===== config.mk =====
export PLATFORM = sky130hd
export DESIGN_NAME = sprite_scheduler
export DESIGN_NICKNAME = d
export VERILOG_FILES = /design/src/rtl/graphics_pkg.sv /design/src/rtl/sprite_slot_table.sv /design/src/rtl/sprite_scheduler.sv
export SDC_FILE = /design/constraint.sdc
export NUM_CORES = 1
export LEC_CHECK = 0
export CAP_MARGIN = 20
export CORE_ASPECT_RATIO = 1.1
export CORE_MARGIN = 2
export CORE_UTILIZATION = 50
export DETAILED_ROUTE_END_ITERATION = 16
export GPL_ROUTABILITY_DRIVEN = 0
export GPL_TIMING_DRIVEN = 0
export HOLD_SLACK_MARGIN = 0.15
export PLACE_DENSITY = 0.78
export SYNTH_ARGS = -nofsm -noshare
export SYNTH_HDL_FRONTEND = slang
export SYNTH_SLANG_ARGS = --single-unit

===== constraint.sdc =====
create_clock -name clk_pixel -period 5.4 [get_ports clk_pixel]
set_clock_uncertainty 0.05 [all_clocks]
set_input_delay 0.54 -clock clk_pixel [delete_from_list [all_inputs] [get_ports clk_pixel]]
set_output_delay 0.54 -clock clk_pixel [all_outputs]
set_load 0.01 [all_outputs]

===== src/rtl/graphics_pkg.sv =====
// Shared types and canvas/spritesheet constants for the graphics pipeline.
// Holds the sprite table entry layout and the scheduler state encoding.
package graphics_pkg;

  localparam int CANVAS_WIDTH  = 360;
  localparam int CANVAS_HEIGHT = 720;
  localparam int NUM_FRAMES    = 18;

  localparam int X_W   = $clog2(CANVAS_WIDTH);
  localparam int Y_W   = $clog2(CANVAS_HEIGHT);
  localparam int F_W   = $clog2(NUM_FRAMES);
  localparam int LEN_W = 3;

  typedef struct packed {
    logic             active;
    logic [X_W-1:0]   x;
    logic [Y_W-1:0]   y;
    logic [F_W-1:0]   base;
    logic [LEN_W-1:0] len;
    logic [LEN_W-1:0] phase;
  } sprite_entry_t;

  typedef enum logic [2:0] {
    S_IDLE,
    S_ARM,
    S_SCAN,
    S_ISSUE,
    S_HOLD,
    S_WAIT,
    S_DONE
  } sched_state_t;

  // An animation length of 0 behaves like 1, so the phase stays pinned at 0.
  function automatic logic [LEN_W-1:0] next_phase(input logic [LEN_W-1:0] phase,
                                                  input logic [LEN_W-1:0] len);
    logic [LEN_W-1:0] last;
    last = (len == '0) ? '0 : len - 1'b1;
    return (phase == last) ? '0 : phase + 1'b1;
  endfunction

endpackage


===== src/rtl/sprite_slot_table.sv =====
// Register array of sprite entries with one write port, one combinational
// read port and a phase-advance port; a write overrides a same-slot advance.
module sprite_slot_table
  import graphics_pkg::*;
#(
  parameter  int MAX_SPRITES = 16,
  localparam int SLOT_W      = $clog2(MAX_SPRITES)
) (
  input  logic              clk_pixel,
  input  logic              sys_rst,
  input  logic              wr_en,
  input  logic [SLOT_W-1:0] wr_slot,
  input  sprite_entry_t     wr_entry,
  input  logic [SLOT_W-1:0] rd_slot,
  output sprite_entry_t     rd_entry,
  input  logic              adv_en,
  input  logic [SLOT_W-1:0] adv_slot
);

  sprite_entry_t table_q [MAX_SPRITES];
  sprite_entry_t table_d [MAX_SPRITES];

  assign rd_entry = table_q[rd_slot];

  always_comb begin
    for (int i = 0; i < MAX_SPRITES; i++) begin
      table_d[i] = table_q[i];
      if (adv_en && adv_slot == SLOT_W'(i)) begin
        table_d[i].phase = next_phase(table_q[i].phase, table_q[i].len);
      end
      if (wr_en && wr_slot == SLOT_W'(i)) begin
        table_d[i]       = wr_entry;
        table_d[i].phase = '0;
      end
    end
  end

  always_ff @(posedge clk_pixel) begin
    if (!sys_rst) begin
      for (int i = 0; i < MAX_SPRITES; i++) begin
        table_q[i] <= '0;
      end
    end else begin
      table_q <= table_d;
    end
  end

endmodule


===== src/rtl/sprite_scheduler.sv =====
// Per-frame scan of the sprite table, issuing one draw request at a time to the
// frame-composition block over a valid/ready handshake.
module sprite_scheduler #(
  parameter  int MAX_SPRITES   = 16,
  parameter  int CANVAS_WIDTH  = graphics_pkg::CANVAS_WIDTH,
  parameter  int CANVAS_HEIGHT = graphics_pkg::CANVAS_HEIGHT,
  parameter  int NUM_FRAMES    = graphics_pkg::NUM_FRAMES,
  parameter  int ANIM_SHIFT    = 2,
  localparam int SLOT_W        = $clog2(MAX_SPRITES),
  localparam int XW            = $clog2(CANVAS_WIDTH),
  localparam int YW            = $clog2(CANVAS_HEIGHT),
  localparam int FW            = $clog2(NUM_FRAMES)
) (
  input  logic              clk_pixel,
  input  logic              sys_rst,
  input  logic [5:0]        frame_count,
  input  logic              wr_en,
  input  logic [SLOT_W-1:0] wr_slot,
  input  logic              wr_active,
  input  logic [XW-1:0]     wr_x,
  input  logic [YW-1:0]     wr_y,
  input  logic [FW-1:0]     wr_base_frame,
  input  logic [2:0]        wr_anim_len,
  input  logic              sprite_ready,
  output logic              sprite_valid,
  output logic [XW-1:0]     sprite_x,
  output logic [YW-1:0]     sprite_y,
  output logic [FW-1:0]     sprite_frame_number,
  output logic              busy,
  output logic              frame_done,
  output logic              overrun
);
  import graphics_pkg::*;

  localparam int         SUM_W     = FW + 1;
  localparam logic [5:0] ANIM_MASK = 6'((1 << ANIM_SHIFT) - 1);

  sched_state_t      state_q, state_d;
  logic [SLOT_W-1:0] ptr_q, ptr_d;
  logic [5:0]        prev_frame_q, prev_frame_d;
  logic              anim_q, anim_d;
  logic              abort_pend_q, abort_pend_d;
  logic              valid_q, valid_d;
  logic              busy_q, busy_d;
  logic              done_q, done_d;
  logic              overrun_q, overrun_d;
  logic [XW-1:0]     x_q, x_d;
  logic [YW-1:0]     y_q, y_d;
  logic [FW-1:0]     frame_q, frame_d;

  sprite_entry_t     rd_entry, wr_entry;
  logic              adv_en;
  logic              new_frame, anim_tick, last_slot;
  logic [SUM_W-1:0]  frame_sum;
  logic [FW-1:0]     frame_num;

  assign new_frame = (frame_count != prev_frame_q);
  assign anim_tick = new_frame && ((frame_count & ANIM_MASK) == '0);
  assign last_slot = (ptr_q == SLOT_W'(MAX_SPRITES - 1));

  // Saturate to the base frame rather than spilling into the next sprite's frames.
  assign frame_sum = {1'b0, rd_entry.base} + SUM_W'(rd_entry.phase);
  assign frame_num = (frame_sum >= SUM_W'(NUM_FRAMES)) ? rd_entry.base : frame_sum[FW-1:0];

  assign wr_entry = '{active: wr_active, x: wr_x, y: wr_y, base: wr_base_frame,
                      len: wr_anim_len, phase: '0};

  sprite_slot_table #(.MAX_SPRITES(MAX_SPRITES)) u_table (
    .clk_pixel (clk_pixel),
    .sys_rst   (sys_rst),
    .wr_en     (wr_en),
    .wr_slot   (wr_slot),
    .wr_entry  (wr_entry),
    .rd_slot   (ptr_q),
    .rd_entry  (rd_entry),
    .adv_en    (adv_en),
    .adv_slot  (ptr_q)
  );

  always_ff @(posedge clk_pixel) begin
    if (!sys_rst) begin
      state_q      <= S_IDLE;
      ptr_q        <= '0;
      prev_frame_q <= frame_count;
      anim_q       <= 1'b0;
      abort_pend_q <= 1'b0;
      valid_q      <= 1'b0;
      busy_q       <= 1'b0;
      done_q       <= 1'b0;
      overrun_q    <= 1'b0;
      x_q          <= '0;
      y_q          <= '0;
      frame_q      <= '0;
    end else begin
      state_q      <= state_d;
      ptr_q        <= ptr_d;
      prev_frame_q <= prev_frame_d;
      anim_q       <= anim_d;
      abort_pend_q <= abort_pend_d;
      valid_q      <= valid_d;
      busy_q       <= busy_d;
      done_q       <= done_d;
      overrun_q    <= overrun_d;
      x_q          <= x_d;
      y_q          <= y_d;
      frame_q      <= frame_d;
    end
  end

  always_comb begin
    state_d      = state_q;
    ptr_d        = ptr_q;
    anim_d       = anim_q;
    abort_pend_d = abort_pend_q;
    prev_frame_d = frame_count;
    case (state_q)
      S_IDLE, S_ARM, S_DONE: begin
        if (new_frame) begin
          state_d = S_ARM;
          ptr_d   = '0;
          anim_d  = anim_tick;
        end else if (state_q == S_ARM) begin
          state_d = S_SCAN;
        end else begin
          state_d = S_IDLE;
        end
      end
      S_SCAN: begin
        if (new_frame) begin
          state_d = S_ARM;
          ptr_d   = '0;
          anim_d  = anim_tick;
        end else if (rd_entry.active) begin
          state_d = sprite_ready ? S_HOLD : S_ISSUE;
        end else if (last_slot) begin
          state_d = S_DONE;
        end else begin
          ptr_d = ptr_q + 1'b1;
        end
      end
      S_ISSUE: begin
        if (new_frame) begin
          state_d = S_ARM;
          ptr_d   = '0;
          anim_d  = anim_tick;
        end else if (sprite_ready) begin
          state_d = S_HOLD;
        end
      end
      S_HOLD: begin
        state_d = S_WAIT;
        if (new_frame) begin
          abort_pend_d = 1'b1;
          anim_d       = anim_tick;
        end
      end
      S_WAIT: begin
        if (new_frame) begin
          abort_pend_d = 1'b1;
          anim_d       = anim_tick;
        end
        // An abort seen during the in-flight copy restarts only once ready returns.
        if (sprite_ready) begin
          if (abort_pend_q || new_frame) begin
            state_d      = S_ARM;
            ptr_d        = '0;
            abort_pend_d = 1'b0;
          end else if (last_slot) begin
            state_d = S_DONE;
          end else begin
            state_d = S_SCAN;
            ptr_d   = ptr_q + 1'b1;
          end
        end
      end
      default: state_d = S_IDLE;
    endcase
  end

  always_comb begin
    valid_d   = ((state_q == S_SCAN) && !new_frame && rd_entry.active && sprite_ready) ||
                ((state_q == S_ISSUE) && !new_frame && sprite_ready);
    adv_en    = valid_d && anim_q;
    busy_d    = (state_d != S_IDLE);
    done_d    = (state_d == S_DONE);
    overrun_d = overrun_q || (new_frame && (state_q != S_IDLE) && (state_q != S_DONE));
    x_d       = x_q;
    y_d       = y_q;
    frame_d   = frame_q;
    if ((state_q == S_SCAN) && !new_frame && rd_entry.active) begin
      x_d     = rd_entry.x;
      y_d     = rd_entry.y;
      frame_d = frame_num;
    end
  end

  assign sprite_valid        = valid_q;
  assign sprite_x            = x_q;
  assign sprite_y            = y_q;
  assign sprite_frame_number = frame_q;
  assign busy                = busy_q;
  assign frame_done          = done_q;
  assign overrun             = overrun_q;

endmodule


Yosys cells after proc, flatten, opt, wreduce, memory -nomap -nowiden --
Index checks and enable logic that the tools add are counted.
Storage, ports and cells: register bits 539, input bits 42, output and inout port bits 28, logic and storage cells 353
Operators by class: add/subtract/negate cells 34, order comparisons 2, equal/unequal tests 58, muxes and demuxes 59, bitwise operators 2, reductions and logical operators 90
Operator list (number):
- binary-select mux 31 bit (select 4 bit) | 1
- 2-to-1 mux 3 bit | 41
- == test 4 bit, second input constant | 16
- 2-to-1 mux 31 bit | 2
- zero test 3 bit | 17
- adder 3 x 1 -> 3 bit, second input constant | 16
- == test 3 bit | 16
- subtractor 3 x 1 -> 3 bit, second input constant | 16
- logical AND 1 bit | 41
- == test 4 x 3 -> 1 bit, second input constant | 8
- OR reduction 2 bit | 16
- 2-to-1 mux 4 bit | 6
- == test 4 x 2 -> 1 bit, second input constant | 4
- case mux 3 bit (5 select lines) | 1
- == test 3 bit, second input constant | 4
- case mux 4 bit (3 select lines) | 1
- nonzero test 3 bit | 3
- == test 4 x 1 -> 1 bit, second input constant | 2
- zero test 4 bit | 2
- OR reduction 7 bit | 1
- adder 5 x 3 -> 6 bit | 1
- == test 3 x 2 -> 1 bit, second input constant | 2
- >= comparator 6 x 5 -> 1 bit, second input constant | 1
- zero test 6 bit | 1
- 20 further kinds | 26

Depth between registers and ports, before layout --
Gate-level depths: netlist of run 1.
depth after elaboration 9, gate-level depth with buffers 15, gate-level depth less buffers 10

By module --
A second synthesis of run 1 with hierarchy kept.
Second synthesis, totals: cell total of the unflattened synthesis 2980, area, all modules 26500.4 um^2
Modules (own cells, without submodules):
- sprite_slot_table | instances 1, cells each 2744, area each 24454.7 um^2, sequential area each 9929.5 um^2
- sprite_scheduler | instances 1, cells each 236, area each 2045.7 um^2, sequential area each 860.8 um^2

Worst setup path after synthesis of run 1 --
No wires, ideal clock.
kind register to register, start register ptr_q[0], end register frame_q[2] (netlist: sprite_frame_number[2]), setup time 0.127 ns, arrival 4.223 ns, data required time 5.223 ns, setup slack 1.000 ns, stages on the path, launching flop included 16, buffers on the path 5, period minus slack after synthesis 4.400 ns, cell sequence dfxtp_1 > buf_4 > buf_2 > buf_2 > buf_2 > buf_2 > mux4_2 > mux4_2 > ha_1 > fa_1 > xnor2_1 > a41oi_1 > a22oi_1 > a21o_1 > o311ai_0 > o21ai_0
On the way: longest elaborated chain between the ends 7, elaborated cells between the ends (all ways) 8, those cells by class 1 x add/sub; 1 x order compare; 4 x mux; 1 x bitwise; 1 x reduce/logical
Ends and longest elaborated chain:
- start: declaration | RTL line sprite_scheduler.sv:39 | logic [SLOT_W-1:0] ptr_q, ptr_d;
- start signal: assignment | RTL line sprite_scheduler.sv:96 | ptr_q <= ptr_d;
- NOT 4 -> 5 bit (not written as such) (*) | RTL line sprite_slot_table.sv:23 | assign rd_entry = table_q[rd_slot];
- binary-select mux 31 bit (select 4 bit) (*) | RTL line sprite_slot_table.sv:23
- 2-to-1 mux 31 bit (not written as such) (*) (2 in a row) | RTL line sprite_slot_table.sv:23
- adder 5 x 3 -> 6 bit | RTL line sprite_scheduler.sv:62 | assign frame_sum = {1'b0, rd_entry.base} + SUM_W'(rd_entry.phase);
- >= comparator 6 x 5 -> 1 bit | RTL line sprite_scheduler.sv:63 | assign frame_num = (frame_sum >= SUM_W'(NUM_FRAMES)) ? rd_entry.base : frame_sum[FW-1:0];
- 2-to-1 mux 5 bit | RTL line sprite_scheduler.sv:63
- end signal: assignment | RTL line sprite_scheduler.sv:106 | frame_q <= frame_d;
- end: declaration | RTL line sprite_scheduler.sv:49 | logic [FW-1:0] frame_q, frame_d;
Mark *: on every way between the ends. The rest lies on a longest branch, timed or not. The select of a mux whose other input is x is not followed. A chain may end at the register's enable or synchronous reset.

Worst setup path after layout of run 1 --
start register ptr_q[1], end register frame_q[2] (netlist: sprite_frame_number[2])
The elaborated chain is that of the path after synthesis.

==> results.toml, run 1 <==
[placement]
placed_area_sq_um = 26070
dp.cells = 3658
port_buffers = 40
hpwl_mm = 55.54

[synth]
synth_nets = 3061
yosysWarnings = 0
synthFlopType = "dfxtp_1"
synthArstFlopShare_pct = 0
syn_inst = 2963
yosysSeqAreaShare_pct = 43.49
synth_area_per_cell_sq_um = 8.375
syn_area_sq_um = 24810
synth-seq-cells = 539
synth-edff-count = 0
synth_cell_types = 57

[routing]
dr_total_vias = 22490
dr.pass1.iters = 6
wl_per_cell_um = 20.93
drt_iter0_markers = 2738
drtAntennaViolNets = 0
drt-total-wl_mm = 78.53
route.detailed.drc = 0
vias_per_cell = 5.996

[clock_tree]
post-cts-setup-buffers = 0
cts-buffers-inserted = 54
clk_latency_ps = 630
clk_pin_slew_ps = 60
clock-sinks = 539
cts_tree = "yes"
clock_path_buffers = 3
htreeDepth = 2
cts_root_buffer = "clkbuf_16"

[worst_setup_path]
r2r-end = "sprite_frame_number[2]"
timing.reg2reg.setup_slack_ps = 240
rr_worst_depth = 13
crit_start = "ptr_q[1]"
worstPathArrival_ps = 5600
worstSetupPathType = "flip-flop to flip-flop"
cp-start-kind = "flip-flop"
end_kind = "flip-flop"
critical_path_required_ps = 5840
r2r-start = "ptr_q[1]"
critPathCapture = "sprite_frame_number[2]"
cp_max_fo = 19

[power_and_ir_drop]
power_density_nw_per_um2 = 296.2
peakVddDrop_mv = 0.2347
static-leakage-power_nw = 9.266

[timing]
rsz0062_at_grt = "no"
slew_headroom_pct = 21.17
setup_viol = 0
hold_violations = 0
setup-tns-final_ps = 0
final.min_clock_period_ps = 5163
period_share_pct = 95.60
drv_slew = 0
fmaxAchievable_ghz = 0.1937
tightest_slew_ps = 1178

[floorplanning]
start_util_pct = 50.61
fp.coreArea_sq_um = 49030
die-height_um = 237.6
die_x_um = 216.4
core.rowCount = 85
die_area_sq_um = 51430
io_pins = 70

[finish]
drive_above_1_share_pct = 9.971
area_delta_synth_final_pct = 12.11
final_util_pct = 56.74
stdcell_area_sq_um = 27820
num_antenna_cells = 0
multi_input_area_sq_um = 12930
stdcell_count = 3751
regArea_sq_um = 10790
n_fill_cell = 4354
layout.nets = 3158

[global_routing]
antenna_found_initial = 0
grt_pass1_vias = 21580
grt_pass1_wl_mm = 120.8
grt_max_degree = 20
track_usage_pct = 30.27
grt_overflow = 0

[job]
cap_viol_max_count = 0

[status]
status = "completed"

[hold_path]
hold_path.class = "input port to flip-flop"
## cells in the mapped netlist (12+ instances only)
cell | count | area (sq um)
nand2_1 | 1022 | 3836
dfxtp_1 | 539 | 10790
a21oi_1 | 532 | 2663
clkbuf_1 | 213 | 799.5
mux4_2 | 139 | 3131
nor2_1 | 70 | 262.8
ha_1 | 55 | 688.2
inv_1 | 38 | 142.6
nand3_1 | 25 | 125.1
or3b_2 | 25 | 219.0
xor2_1 | 25 | 219.0
or2_2 | 24 | 150.1
o21ai_0 | 21 | 105.1
buf_2 | 19 | 95.09
nor4_1 | 16 | 100.1
and3_1 | 15 | 93.84
buf_1 | 15 | 56.30
nor2b_1 | 15 | 93.84
xnor2_1 | 15 | 131.4
nand4_1 | 14 | 87.58
nand2b_1 | 12 | 75.07
## timing repair
action / in CTS / in global routing
resized for setup: 2 / 8
endpoints found under the setup margin: 5 / 4
hold buffers: 0 / 0
## placed cells by master (no fill, tap or decap), drive strengths merged, types with 3 or more instances in the layout
cell type	count
clkinv	11
a21o	7
ha	55
a21oi	532
clkdlybuf4s50	40
xnor2	15
nor2b	15
xor2	25
o41ai	4
mux4	139
or3b	27
a41oi	3
nor4	16
or2	26
nand2b	12
dfxtp	539
nand4	15
a32oi	3
o31ai	3
bufinv	3
or3	10
or4	10
or4b	10
and3	15
nor2	70
buf	34
nand3	25
nand3b	4
clkinvlp	3
a31oi	6
clkbuf	292
nor3	11
nand2	1022
inv	40
nand4b	3
mux2i	11
o21ai	21
## metal layers
metal / vias to the layer above / wire length, um / GRT usage, %
met3: 331 / 8498 / 6.091
li1: 10220 / - / -
met5: - / 0 / 0
met1: 10520 / 29320 / 38.22
met2: 1423 / 34380 / 46.21
met4: 0 / 6335 / 22.00
## worst min path at each step
stage / start / slack (ps) / depth (start not counted) / end
after floorplan: u_table.table_q[134] / 380 / 2 / u_table.table_q[134]
after global placement: u_table.table_q[302] / 390 / 2 / u_table.table_q[302]
after detailed placement: u_table.table_q[294] / 390 / 2 / u_table.table_q[294]
after CTS: wr_x[4] / 200 / 3 / u_table.table_q[366]
after global routing: wr_y[1] / 240 / 3 / u_table.table_q[415]
final: wr_x[0] / 210 / 3 / u_table.table_q[486]
## flip-flops by register name (all words and copies together), names as in the netlist
register	flops
u_table.table_q	496
sprite_y	10
sprite_x	9
prev_frame_q	6
sprite_frame_number	5
ptr_q	4
state_q	3
abort_pend_q	1
anim_q	1
busy	1
frame_done	1
overrun	1
sprite_valid	1
## worst max-delay path, stage by stage (launching register included)
cell and delay, ps:
dfxtp_1 550, buf_2 430, clkbuf_1 540, clkbuf_4 580, mux4_2 440, mux4_2 490, ha_1 240, fa_1 460
xnor2_1 200, a41oi_1 240, a22oi_1 150, a21o_1 210, o311ai_0 320, o21ai_0 120
## cells by family (layout without fill, tap and decap cells)
| family | after synthesis | count (layout) | synth area share (%) |
|---|---|---|---|
| simple gates | 1296 | 1296 | 22.19 |
| compound gates | 593 | 593 | 12.45 |
| flops | 539 | 539 | 43.49 |
| buf+inv | 287 | 423 | 4.452 |
| mux | 152 | 152 | 13.15 |
| fa+ha+maj | 56 | 56 | 2.854 |
| xor+xnor | 40 | 40 | 1.412 |
## cell type report
| type | instances | share of cell area (%) |
|---|---|---|
| multi-input cells | 2137 | 46.47 |
| flip-flops and latches | 539 | 38.79 |
| clock buffers | 77 | 5.528 |
| plain buffers | 246 | 3.450 |
| well taps | 652 | 2.932 |
| repair buffers | 43 | 1.534 |
| clock inverters | 18 | 0.7691 |
| inverters | 39 | 0.5262 |
## power breakdown
group          leakage [nW]  total [mW]  switching, mW  internal (mW)
sequential             4.35        4.05         0.0278           4.02
combinational          4.06       0.411          0.305          0.106
clock                 0.857        3.78           1.65           2.13
## per-stage QoR
| step | hold WS (ps) | power (mW) | setup WS (ps) |
|---|---|---|---|
| after global placement | 388.7 | 4.524 | -554.1 |
| after floorplan | 383.1 | 4.376 | 1000 |
| final | 214.8 | 8.241 | 237.4 |
| after detailed placement | 393.6 | 4.532 | -546.3 |
| after CTS | 203.9 | 8.239 | 13.46 |
| after global routing | 237.0 | 8.444 | 2.927 |
Note: power is estimated with default switching activity, not from simulation.
==> run 2: changes to the inputs <==
--- a/config.mk
+++ b/config.mk
@@ -14,6 +14,7 @@
 export GPL_TIMING_DRIVEN = 0
 export HOLD_SLACK_MARGIN = 0.15
 export PLACE_DENSITY = 0.78
+export SLEW_MARGIN = 0
 export SYNTH_ARGS = -nofsm -noshare
 export SYNTH_HDL_FRONTEND = slang
 export SYNTH_SLANG_ARGS = --single-unit
==> results of run 2 <==
No change in the layout: final DEF, timing and power equal those of run 1.
